`src/rtl/div_pkg.sv`:
```
// Shared types and defaults for the sequential non-restoring divider.
package div_pkg;

    localparam int unsigned DefaultDw = 16;

    typedef enum logic [2:0] {
        StIdle = 3'd0,
        StIter = 3'd1,
        StFix  = 3'd2,
        StSgn  = 3'd3,
        StDone = 3'd4
    } div_state_e;

endpackage

```
`src/rtl/div_nr_step.sv`:
```
// One combinational non-restoring iteration: subtract the divisor when the running
// remainder is non-negative, add it back when negative.
module div_nr_step #(
    parameter int unsigned DW = 16
) (
    input  logic [DW:0]   prem_i,
    input  logic [DW-1:0] dv_i,
    input  logic          cbit_i,
    output logic [DW-1:0] diff_o,
    output logic          qbit_o,
    output logic          cbit_o
);

    logic [DW:0] sum;

    always_comb begin
        sum    = cbit_i ? (prem_i + {1'b0, dv_i}) : (prem_i - {1'b0, dv_i});
        diff_o = sum[DW-1:0];
        qbit_o = ~sum[DW];
        cbit_o = sum[DW];
    end

endmodule

```
`src/rtl/div_nr_seq.sv`:
```
// Sequential 2*DW / DW divider, one quotient bit per clock, signed or unsigned per operation,
// with valid/ready on both sides and divide-by-zero / overflow reporting.
module div_nr_seq
    import div_pkg::*;
#(
    parameter int unsigned DW = DefaultDw
) (
    input  logic            clk,
    input  logic            reset,
    input  logic            in_valid,
    output logic            in_ready,
    input  logic [2*DW-1:0] dd,
    input  logic [DW-1:0]   dv,
    input  logic            sgn,
    output logic            out_valid,
    input  logic            out_ready,
    output logic [DW-1:0]   qt,
    output logic [DW-1:0]   rm,
    output logic            dbz,
    output logic            ovf
);

    localparam int unsigned KW = $clog2(DW);
    localparam logic [DW-1:0] QNegMax = {1'b1, {(DW-1){1'b0}}};

    div_state_e      state_q, state_d;
    logic [2*DW-1:0] ireg_q;
    logic [DW-1:0]   dv_q;
    logic [KW-1:0]   kreg_q;
    logic            cbit_q, sgn_q, qneg_q, rneg_q, early_q;
    logic [DW-1:0]   qt_q, rm_q;
    logic            dbz_q, ovf_q;

    logic            dd_neg, dv_neg, acc_dbz, acc_ovf;
    logic [2*DW-1:0] dd_mag;
    logic [DW-1:0]   dv_mag;

    always_comb begin
        dd_neg  = sgn & dd[2*DW-1];
        dv_neg  = sgn & dv[DW-1];
        dd_mag  = dd_neg ? -dd : dd;
        dv_mag  = dv_neg ? -dv : dv;
        acc_dbz = (dv == '0);
        acc_ovf = (dd_mag[2*DW-1:DW] >= dv_mag);
    end

    // FIX reuses the step in add mode on the bare remainder.
    logic [DW:0]   step_prem;
    logic          step_cin;
    logic [DW-1:0] step_diff;
    logic          step_qbit, step_cout;

    always_comb begin
        step_prem = ireg_q[2*DW-1:DW-1];
        step_cin  = cbit_q;
        if (state_q == StFix) begin
            step_prem = {1'b0, ireg_q[2*DW-1:DW]};
            step_cin  = 1'b1;
        end
    end

    div_nr_step #(
        .DW(DW)
    ) u_step (
        .prem_i (step_prem),
        .dv_i   (dv_q),
        .cbit_i (step_cin),
        .diff_o (step_diff),
        .qbit_o (step_qbit),
        .cbit_o (step_cout)
    );

    logic [DW-1:0] qmag, rmag;
    logic          sgn_ovf;

    always_comb begin
        qmag    = ireg_q[DW-1:0];
        rmag    = ireg_q[2*DW-1:DW];
        sgn_ovf = sgn_q & (qneg_q ? (qmag > QNegMax) : qmag[DW-1]);
    end

    always_ff @(posedge clk) begin
        if (!reset) begin
            state_q <= StIdle;
        end else begin
            state_q <= state_d;
        end
    end

    // Flagged results still pass through SGN, so they appear one clock after accept.
    always_comb begin
        state_d = state_q;
        unique case (state_q)
            StIdle: begin
                if (in_valid) begin
                    state_d = (acc_dbz || acc_ovf) ? StSgn : StIter;
                end
            end
            StIter: if (kreg_q == '0) state_d = StFix;
            StFix:  state_d = StSgn;
            StSgn:  state_d = StDone;
            StDone: if (out_ready) state_d = StIdle;
            default: state_d = StIdle;
        endcase
    end

    always_comb begin
        in_ready  = (state_q == StIdle);
        out_valid = (state_q == StDone);
        qt        = qt_q;
        rm        = rm_q;
        dbz       = dbz_q;
        ovf       = ovf_q;
    end

    always_ff @(posedge clk) begin
        if (!reset) begin
            ireg_q  <= '0;
            dv_q    <= '0;
            kreg_q  <= '0;
            cbit_q  <= 1'b0;
            sgn_q   <= 1'b0;
            qneg_q  <= 1'b0;
            rneg_q  <= 1'b0;
            early_q <= 1'b0;
            qt_q    <= '0;
            rm_q    <= '0;
            dbz_q   <= 1'b0;
            ovf_q   <= 1'b0;
        end else begin
            unique case (state_q)
                StIdle: begin
                    if (in_valid) begin
                        ireg_q  <= dd_mag;
                        dv_q    <= dv_mag;
                        sgn_q   <= sgn;
                        qneg_q  <= dd_neg ^ dv_neg;
                        rneg_q  <= dd_neg;
                        cbit_q  <= 1'b0;
                        kreg_q  <= KW'(DW - 1);
                        early_q <= acc_dbz | acc_ovf;
                        dbz_q   <= acc_dbz;
                        ovf_q   <= ~acc_dbz & acc_ovf;
                        qt_q    <= '1;
                        rm_q    <= acc_dbz ? dd[DW-1:0] : '0;
                    end
                end
                StIter: begin
                    ireg_q <= {step_diff, ireg_q[DW-2:0], step_qbit};
                    cbit_q <= step_cout;
                    if (kreg_q != '0) kreg_q <= kreg_q - KW'(1);
                end
                StFix: begin
                    if (cbit_q) ireg_q[2*DW-1:DW] <= step_diff;
                end
                StSgn: begin
                    if (!early_q) begin
                        if (sgn_ovf) begin
                            ovf_q <= 1'b1;
                            qt_q  <= '1;
                            rm_q  <= '0;
                        end else begin
                            qt_q <= qneg_q ? -qmag : qmag;
                            rm_q <= rneg_q ? -rmag : rmag;
                        end
                    end
                end
                StDone: ;
                default: ;
            endcase
        end
    end

endmodule

```
`config.mk`:
```
export PLATFORM = sky130hd
export DESIGN_NAME = div_nr_seq
export DESIGN_NICKNAME = d
export VERILOG_FILES = /design/src/rtl/div_pkg.sv /design/src/rtl/div_nr_step.sv /design/src/rtl/div_nr_seq.sv
export SDC_FILE = /design/constraint.sdc
export NUM_CORES = 1
export LEC_CHECK = 0
export BUFFER_PORTS_ARGS = -buffer_cell sky130_fd_sc_hd__buf_2
export CAP_MARGIN = 10
export CORE_MARGIN = 2
export CORE_UTILIZATION = 54
export DETAILED_ROUTE_END_ITERATION = 8
export PLACE_DENSITY = 0.78
export SYNTH_ARGS = -nofsm -noshare
export SYNTH_HDL_FRONTEND = slang
export SYNTH_SLANG_ARGS = --single-unit
export TNS_END_PERCENT = 20
```
`constraint.sdc`:
```
create_clock -name clk -period 3.6 [get_ports clk]
set_input_delay 0.54 -clock clk [delete_from_list [all_inputs] [get_ports clk]]
set_output_delay 0.54 -clock clk [all_outputs]
set_load 0.01 [all_outputs]
```
== After elaboration in Yosys (flattened, before gate mapping) ==
Index checks and enable logic that the tools add are counted.

* Input bits: 53
* Register bits after elaboration: 94

* Reductions and logical operators: 15
* Bitwise operators: 8
* Multiplexer cells: 35
* Eq/ne operators: 11
* Add/subtract/negate cells: 7
* Magnitude comparators: 2

{| class="wikitable"
|+ Operator list
! kind !! count
|-
| $mux 16 || 11
|-
| $pmux 16 s2 || 3
|-
| $mux 32 || 2
|-
| $neg 16->16 || 3
|-
| $pmux 16 s3 || 1
|-
| $mux 17 || 2
|-
| $neg 32->32 || 1
|-
| $add 17x16->17 || 1
|-
| $sub 17x16->17 || 1
|-
| $ge 16x16->1 || 1
|-
| $gt 16x16->1 const B || 1
|-
| $logic_not 16->1 || 1
|-
| $pmux 3 s5 || 1
|-
| $ne 2x2->1 const B || 6
|-
| $reduce_and 3->1 || 4
|-
| $mux 3 || 3
|-
| $mux 4 || 2
|-
| $pmux 4 s2 || 1
|-
| $eq 3x2->1 const B || 2
|-
| $mux 1 || 6
|-
| $and 1x1->1 || 4
|-
| $logic_not 4->1 || 1
|-
| $pmux 1 s2 || 2
|-
| $reduce_and 2->1 || 2
|-
| other kinds (14) || 16
|}

== Longest topological paths before layout ==
Gate-level depths: netlist of the first run.

* Word-level depth: 7
* Gate-level depth with buffers: 16

== Cells and area by module ==
From an unflattened synthesis of the first run, not the netlist that was laid out.

* Cells, all modules: 912
* Area total of the unflattened synthesis: 7223.2 µm²

{| class="wikitable"
|+ Modules (own cells, without submodules)
! module !! area an instance (µm²) !! cells each !! instances !! sequential area each (µm²)
|-
| div_nr_seq || 6073.3 || 750 || 1 || 1881.8
|-
| div_nr_step || 1149.9 || 162 || 1 || 0.0
|}

== Worst setup path before layout of the first run ==
OpenSTA, ideal clock, no wires.

* Kind: flip-flop to flip-flop
* Start point: reg state_q[2]
* End point: reg ireg_q[30]
* Setup slack: -0.185 ns
* Library setup time: 0.136 ns
* Stages on the path, launching flop included: 14
* Required time: 3.464 ns
* Buffers on the path: 3
* Arrival time: 3.650 ns
* Clock period less this slack: 3.785 ns
* Cells stage by stage: dfxtp_1 clkbuf_1 nor2_1 and2_1 clkbuf_1 buf_1 mux2_2 ha_1 a2111o_1 o21ai_0 nor3_1 or3b_2 xnor2_1 a21oi_1

* Cells in the longest elaborated chain, start to end: 6

{| class="wikitable"
|+ RTL lines
! item !! RTL line !! source
|-
| from (decl) || div_nr_seq.sv:26 || <nowiki>div_state_e state_q, state_d;</nowiki>
|-
| from (signal assigned) || div_nr_seq.sv:84 || <nowiki>state_q <= StIdle;</nowiki>
|-
| from (signal assigned) || div_nr_seq.sv:86 || <nowiki>state_q <= state_d;</nowiki>
|-
| $eq 3x2->1 || div_nr_seq.sv:56, div_nr_seq.sv:131 ||
|-
| $mux 17 || div_nr_seq.sv:56 || <nowiki>if (state_q == StFix) begin</nowiki>
|-
| $sub 17x16->17 or $add 17x16->17 (tied branches) || div_nr_step.sv:17 || <nowiki>sum = cbit_i ? (prem_i + {1'b0, dv_i}) : (prem_i - {1'b0, dv_i});</nowiki>
|-
| $mux 17 || div_nr_step.sv:17 ||
|-
| $mux 16 || div_nr_seq.sv:154 || <nowiki>if (cbit_q) ireg_q[2*DW-1:DW] <= step_diff;</nowiki>
|-
| $pmux 16 s3 || div_nr_seq.sv:131 || <nowiki>unique case (state_q)</nowiki>
|-
| to (signal assigned) || div_nr_seq.sv:134 || <nowiki>ireg_q <= dd_mag;</nowiki>
|-
| to (signal assigned) || div_nr_seq.sv:149 || <nowiki>ireg_q <= {step_diff, ireg_q[DW-2:0], step_qbit};</nowiki>
|-
| to (signal, indexed assignment) || div_nr_seq.sv:154 ||
|-
| to (decl) || div_nr_seq.sv:27 || <nowiki>logic [2*DW-1:0] ireg_q;</nowiki>
|}

Parallel ways exist; a longest one is shown, timed or not. The select of a mux whose other input is x is not followed.
A chain may end at the register's enable or synchronous reset.

== Worst setup path after layout of the first run ==
* Start point: reg state_q[0]
* End point: reg ireg_q[26]

The elaborated chain is that of the path after synthesis.

==> impl_metrics.toml, run 1 <==
[run_status]
status = "finished clean"

[placed_design]
place_congestion = 1.015
placedCellCount = 1117
io_buffers = 88
dp_hpwl_um = 15970

[clock_network]
cts.path.max_buffers = 2
path_clk_slew_ns = 0.07
cts_max_level = 3
hold_buffers = 0
root_buffer = "clkbuf_16"
clk-insertion-delay-late_ns = 0.36
tritoncts = "yes"
numCtsBuffers = 9
clock-sinks = 94

[drt]
wire_per_inst_um = 18.29
wirelength_um = 20720
first_pass_iters = 6
drt_iter0_markers = 763
ant_nets = 0
drc = 0
vias_per_cell = 6.119
vias = 6933

[floorplan]
rows = 41
core_area_um2 = 12570
ioPinCount = 89
start_util_pct = 55.26
dieWidth_um = 117.4
chipHeight_um = 117.4
dieArea_um2 = 13790

[cells_and_area]
instances_no_fill = 1133
area_growth_pct = 15.80
n_antenna_cell = 0
nets = 1048
layout-drive-gt1-share_pct = 18.73
fin_util_pct = 63.99

[yosys]
ys_warn_count = 0
synth-edff-count = 0
async_reset_ff_share_pct = 0
syn_inst = 864
ys_seq_area_share_pct = 27.09
synth_ff_type = "dfxtp_1"
synth_nets = 956
netlist_area_um2 = 6945
avgSynthCellArea_um2 = 8.039
synth.distinct_cells = 63
ys_ff_latch = 94

[power_and_ir_drop]
cellPowerDensity_nw_per_um2 = 753.3
ir_worst_vdd_uv = 413.6
p_total_uw = 6059
p_leak_uw = 0.003432

[worst_setup_path]
crit_arrival_ns = 3.70
critPathLaunchType = "register"
required_ns = 3.88
crit_path_end_kind = "register"
cp_max_fo = 20
crit_type = "reg -> reg"

[grt]
grt_max_degree = 53
grt-ovfl-total = 0
grt_util_all_layers_pct = 30.07
grt_pass1_wl_um = 33000
grt_antenna_before_repair = 0
grt_pass1_vias = 6285

[sta]
finalHoldViolations = 0
min_period_over_period_pct = 94.99
rsz0062_at_grt = "no"
max_slew_margin_pct = 27.31
fmax_mhz = 292.4
fin_skew_ns = 0.004996
finalSetupViolations = 0
slew_violations = 0
tns_ns = 0
tightestPinTransition_ns = 1.086
fin_crit_ns = 3.420
timing.hold.ws_ns = 0.4952

[job]
maxCapViolations = 0

[min_path]
hold_path_class = "in -> reg"
## metrics by stage
step                area [µm²]  setup WS (ns)
floorplan                 6947        0.02798
global placement          7714        0.03640
detailed placement        7714       -0.02501
CTS                       8018        0.09783
global route              8043        0.04731
finish                    8043         0.1803
## sequential cells by signal (all words and copies together) (netlist names)
signal,count
cbit_q,1
dbz,1
dv_q,16
early_q,1
ireg_q,32
kreg_q,4
ovf,1
qneg_q,1
qt,16
rm,16
rneg_q,1
sgn_q,1
state_q,3
## timing repair
action                     CTS  global route
resized for setup            0             7
buffers inserted             0             0
setup endpoints to repair    0             5
## final cells by class
cell class	instances	area, µm²
multi-input cells	698	4803
repair buffers	129	748.2
fillers	1096	4526
well taps	172	215.2
flip-flops and latches	94	1882
clock buffers	9	225.2
clock inverters	7	78.83
inverters	24	90.09
## path summary, 6_finish.rpt
check / startpoint / slack [ns] / endpoint / depth (start not counted)
worst max-delay path: state_q[0]$_SDFFE_PN0P_ / 0.18 / ireg_q[26]$_SDFFE_PN0P_ / 15
worst max register to register: state_q[0]$_SDFFE_PN0P_ / 0.18 / ireg_q[26]$_SDFFE_PN0P_ / 15
worst min-delay path: dv[0] / 0.50 / dv_q[0]$_SDFFE_PN0P_ / 3
worst min register to register: sgn_q$_SDFFE_PN0P_ / 0.50 / sgn_q$_SDFFE_PN0P_ / 2
## where the power goes
group          internal [µW]  switching, µW
Sequential              1260            287
Combinational           1560           1950
Clock                    547            451
Total                   3370           2690
## layer usage
layer	global-route usage [%]	up-vias	wire length, µm
met5	0	-	0
met3	6.761	48	1675
met4	12.27	0	735
li1	-	3359	-
met2	47.95	328	9333
met1	39.37	3198	8978
## critical path, cell delays in order (launching register included)
cell and delay, ns:
dfxtp_1 0.31, nor2_1 0.13, and2_1 0.25, buf_4 0.31, mux2_2 0.21, ha_1 0.19
inv_1 0.06, fa_1 0.39, nand2b_1 0.19, a21oi_1 0.21, o21ai_1 0.15, buf_4 0.18
o21ai_0 0.20, xor2_1 0.23, a22oi_1 0.12, a21boi_0 0.22
## cell usage in the layout (no fill, tap or decap), drive strengths merged, types with 9 or more instances in the layout
cell type	Yosys	final
nand3	17	17
o31ai	18	18
inv	24	27
ha	38	38
a22oi	15	15
nor2b	25	25
o211a	12	12
o21ai	75	75
and2	21	21
a21oi	63	63
nand2	75	75
nand2b	11	11
a21boi	12	12
xor2	45	45
a31oi	21	21
clkbuf	40	9
nor3	20	20
buf	8	129
a222oi	16	16
nor2	54	54
xnor2	55	55
dfxtp	94	94
mux2	14	14
## cells by family after synthesis
family,synth area share [%]
AO/OA/AOI/OAI,26.82
AND/OR/NAND/NOR,19.19
XOR/XNOR,12.61
flip-flops,27.09
buffers and inverters,4.161
adder cells (fa/ha/maj),7.134
multiplexers,2.990
## cells in the mapped netlist, types with 8 or more instances
master	instances	area share, %
a22oi_1	15	1.6
nor3_1	18	1.3
xor2_1	45	5.7
nand2b_1	11	0.99
nor4_1	8	0.72
a21oi_1	63	4.5
o211a_1	12	1.7
clkbuf_1	40	2.2
inv_1	24	1.3
nand2_1	75	4.1
nand3_1	17	1.2
and2_1	21	1.9
mux2_2	14	2.3
dfxtp_1	94	27
o21ai_0	73	5.3
a222oi_1	16	2.3
ha_1	38	6.8
o31ai_1	16	1.7
a21boi_0	12	1.3
nor2b_1	25	2.3
a31oi_1	20	1.8
nor2_1	53	2.9
xnor2_1	55	6.9
No activity file was read; power rests on OpenSTA's default activity.
==> inputs of run 2 (changes only) <==
- BUFFER_PORTS_ARGS: -buffer_cell sky130_fd_sc_hd__buf_2 -> unset
- CORE_UTILIZATION: 54 -> 55
- DONT_BUFFER_PORTS: unset -> 1
- PLACE_DENSITY: 0.78 -> 0.73
==> run 2 against run 1 <==
- first-iteration DRC count grew 0.13%
- register-to-register slack better by 0.02 ns
- clock power fell by 7.6%
- via count shrank 3.4%
- fmax is 0.51% higher
- non-clock buffer count down 99
==> impl_metrics.toml, run 2 (synthesis gave the netlist of run 1 again) <==
[grt]
grt_util_all_layers_pct = 31.62
grt_pass1_wl_um = 33250
grt-ovfl-total = 0
grt_pass1_vias = 6332
grt_max_degree = 98
grt_antenna_before_repair = 0

[drt]
wire_per_inst_um = 20.79
first_pass_iters = 6
vias = 6694
drt_iter0_markers = 764
wirelength_um = 21500
ant_nets = 0
vias_per_cell = 6.474
drc = 0

[cells_and_area]
largest_reg_flops = 32
area_growth_pct = 7.909
n_antenna_cell = 0
n_fill_cell = 1172
nets = 949
regMostFlops = "ireg_q"
layout-drive-gt1-share_pct = 9.049
layout_common_cells = "dfxtp_1 (94), nand2_1 (75), o21ai_0 (70), a21oi_1 (63), xnor2_1 (55)"
fin_util_pct = 60.12
final_area_um2 = 7495
final_common_cell = "dfxtp_1"

[clock_network]
clk-insertion-delay-late_ns = 0.35
cts_max_level = 3
cts_setup_buffers = 0
path_clk_slew_ns = 0.07
cts.path.max_buffers = 2
numCtsBuffers = 9
clock-sinks = 94
root_buffer = "clkbuf_16"
tritoncts = "yes"

[sta]
fmax_mhz = 293.9
finalSetupViolations = 0
finalHoldViolations = 0
fin_ws_ns = 0.1976
fin_skew_ns = 0.007515
fin_crit_ns = 3.402
slew_violations = 0
rsz0062_at_grt = "no"
tightestPinTransition_ns = 1.183
timing.hold.ws_ns = 0.3175
min_period_over_period_pct = 94.51
max_slew_margin_pct = 20.85

[worst_setup_path]
critPathLaunchType = "register"
crit_arrival_ns = 3.64
required_ns = 3.83
crit_type = "reg -> reg"
cp_max_fo = 10
crit_path_end_kind = "register"
r2r_slack_ns = 0.20

[placed_design]
placed_cell_area_um2 = 7191
post-place-ws_ns = -0.003047
io_buffers = 0
dp_hpwl_um = 16370
place_congestion = 0.9705

[floorplan]
rows = 41
start_util_pct = 55.72
ioPinCount = 89
core_area_um2 = 12470
chipHeight_um = 116.4
dieWidth_um = 116.4
dieArea_um2 = 13540

[power_and_ir_drop]
ir_worst_vdd_uv = 649.4
cellPowerDensity_nw_per_um2 = 773.8
p_total_uw = 5799
p_leak_uw = 0.002983

[run_status]
status = "finished clean"

[min_path]
hold_path_class = "in -> reg"

[job]
maxCapViolations = 0
## run 2: worst max-delay path, cell delays in order (launching register included)
cell and delay (ns):
dfxtp_1 0.50, and2_1 0.28, buf_4 0.22, mux2_2 0.35, ha_1 0.34, a21oi_1 0.20, nor2b_1 0.08, a311o_1 0.38
a31o_2 0.27, a21oi_1 0.28, nor2_1 0.09, nor4_1 0.30
## run 2: report_power, final
| group | internal (µW) | switching (µW) |
|---|---|---|
| clock network | 509 | 414 |
| logic | 1400 | 1880 |
| registers | 1260 | 339 |
## run 2: area by class of cell
cell class	count	area (µm²)	share of cell area, %
well taps	172	215.2	2.871
multi-input cells	698	4796	63.99
clock buffers	12	256.5	3.422
flip-flops and latches	94	1882	25.11
inverters	24	90.09	1.202
repair buffers	30	225.2	3.005
clock inverters	4	30.03	0.4007
## run 2: final timing paths
kind | cells after the start | from | end
max | 11 | state_q[1]$_SDFFE_PN0P_ | ireg_q[31]$_SDFFE_PN0P_
max reg2reg | 11 | state_q[1]$_SDFFE_PN0P_ | ireg_q[31]$_SDFFE_PN0P_
min | 1 | reset | ireg_q[10]$_SDFFE_PN0P_
min reg2reg | 2 | sgn_q$_SDFFE_PN0P_ | sgn_q$_SDFFE_PN0P_
## run 2: metrics by stage
step,TNS [ns],instances
global placement,0,1018
CTS,0,1034
detailed placement,-0.003047,1018
floorplan,0,864
finish,0,1034
global route,0,1034
## run 2: what timing repair did
item,in CTS,in global routing
endpoints found under the setup margin,0,4
gates resized for setup,0,4
hold buffers,0,0
## run 2: routing by layer
layer	GRT usage, %	up-vias	part of all wire, %
met5	0	-	0
met4	12.70	0	3.1
met3	6.591	52	8.5
met2	53.80	302	48
met1	39.12	3166	41
li1	-	3174	-
==> inputs of run 3 (changes only) <==
- PLACE_DENSITY: 0.73 -> 0.7
- clock period: 3.6 -> 3.73 ns (I/O delays scaled with it)
==> run 3 against run 2 <==
- total power shrank 2.6%
- via count shrank 0.31%
- largest cell class unchanged
- register-to-register slack gained 0.03 ns
- first-iteration DRC count shrank 5.8%
- clock power grew 5.1%
- highest routed layer unchanged
- fmax shrank 2.8%
- critical endpoint is now cbit_q$_SDFFE_PN0P_
==> impl_metrics.toml, run 3 (synthesis gave the netlist of run 1 again) <==
[cells_and_area]
area_growth_pct = 7.242
final_area_um2 = 7448
largest_reg_flops = 32
regMostFlops = "ireg_q"
nets = 940
n_fill_cell = 1185
regArea_um2 = 1882
instances_no_fill = 1025
layout_common_cells = "dfxtp_1 (94), nand2_1 (75), o21ai_0 (72), a21oi_1 (63), xnor2_1 (54)"
final_common_cell = "dfxtp_1"
multi_input_comb_area_um2 = 4800
n_antenna_cell = 0
layout-drive-gt1-share_pct = 8.089

[drt]
drt_iter0_markers = 720
drc = 0
wirelength_um = 21540
vias_per_cell = 6.510
wire_per_inst_um = 21.01
ant_nets = 0
first_pass_iters = 6
vias = 6673

[floorplan]
rows = 41
chipHeight_um = 116.4
core_area_um2 = 12470
start_util_pct = 55.72
ioPinCount = 89
dieWidth_um = 116.4
dieArea_um2 = 13540

[power_and_ir_drop]
cellPowerDensity_nw_per_um2 = 758.3
ir_worst_vdd_uv = 780.9
p_leak_uw = 0.002949

[worst_setup_path]
required_ns = 4.04
crit_type = "reg -> reg"
crit_arrival_ns = 3.81
cp_max_fo = 7
path_cells = "or4_1 > nor3_4 > nand3_1 > nand2_1 > xnor2_1 > ha_1 > a21oi_1 > o21ai_0 > a221oi_1 > o21ai_0 > xnor2_2 > nand3_1 > nand2_1"
cpMaxStageDelayCell = "or4_1"
critPathTopFamily = "simple AND/OR/NAND/NOR gates"
crit_path_end_kind = "register"
crit_buf_inv = 0
slowest_delay_ns = 0.59
critPathLaunchType = "register"

[clock_network]
hold_buffers = 0
clk-insertion-delay-late_ns = 0.36
tritoncts = "yes"
path_clk_slew_ns = 0.07
clock-sinks = 94
cts.path.max_buffers = 2
cts_max_level = 3
root_buffer = "clkbuf_16"
numCtsBuffers = 9
cts_setup_buffers = 0
cts_resized = 0

[sta]
fin_ws_ns = 0.2278
fin_skew_ns = 0.007905
finalHoldViolations = 0
fmax_mhz = 285.5
max_slew_margin_pct = 17.37
finalSetupViolations = 0
rsz0062_at_grt = "no"
min_period_over_period_pct = 93.89
tightestPinTransition_ns = 1.235
tns_ns = 0
fin_crit_ns = 3.502
slew_violations = 0

[grt]
grt-ovfl-total = 0
grt_antenna_before_repair = 0
grt_max_degree = 98
grt_pass1_vias = 6374
grt_util_all_layers_pct = 32.58
grt_pass1_wl_um = 33730

[placed_design]
place_congestion = 1.054
placedCellCount = 1009
post-place-ws_ns = 0.008894
io_buffers = 0
dp_hpwl_um = 16250
placed_cell_area_um2 = 7123

[job]
maxCapViolations = 0

[run_status]
status = "finished clean"

[min_path]
hold_path_class = "in -> reg"
## run 3: path summary, 6_finish.rpt
| check | end | start | depth (start not counted) | slack (ns) |
|---|---|---|---|---|
| worst min-delay path | state_q[2]$_SDFFE_PN0P_ | reset | 1 | 0.33 |
| worst max register to register | cbit_q$_SDFFE_PN0P_ | dv_q[3]$_SDFFE_PN0P_ | 13 | 0.23 |
| worst max-delay path | cbit_q$_SDFFE_PN0P_ | dv_q[3]$_SDFFE_PN0P_ | 13 | 0.23 |
| worst min register to register | ireg_q[17]$_SDFFE_PN0P_ | ireg_q[17]$_SDFFE_PN0P_ | 2 | 0.51 |
## run 3: final cells by class
class	count	share of cell area, %
clock buffers	10	3.074
inverters	24	1.209
multi-input cells	698	64.44
repair buffers	21	2.117
well taps	172	2.889
clock inverters	6	1.008
flip-flops and latches	94	25.26
## run 3: metrics by stage
| step | util [%] | power [µW] | hold slack [ns] |
|---|---|---|---|
| 3_3_place_gp | 57.14 | 4475 | 0.4833 |
| 5_1_grt | 59.75 | 6045 | 0.3140 |
| 4_1_cts | 59.58 | 5568 | 0.3124 |
| 2_1_floorplan | - | 3769 | 0.4639 |
| 6_report | 59.75 | 5648 | 0.3314 |
| 3_5_place_dp | 57.14 | 4578 | 0.5008 |
## run 3: layer usage
metal	up-vias	GRT usage, %	share of wire (%)	wire length [µm]
li1	3147	-	-	-
met1	3139	37.15	38	8150
met2	320	56.59	49	10480
met3	67	10.69	9.7	2098
met4	0	12.54	3.8	814
met5	-	0	0	0
## run 3: power breakdown
part | switching [µW] | internal [µW]
registers | 337 | 1210
clock network | 439 | 531
logic | 1810 | 1320
## run 3: worst reg2reg max path, delay by kind of cell, from the launching register on
kind	cells	cell delay, ns
flops	1	0.33
xor+xnor	2	0.42
simple gates	6	1.28
fa+ha+maj	1	0.41
compound gates	4	1.00
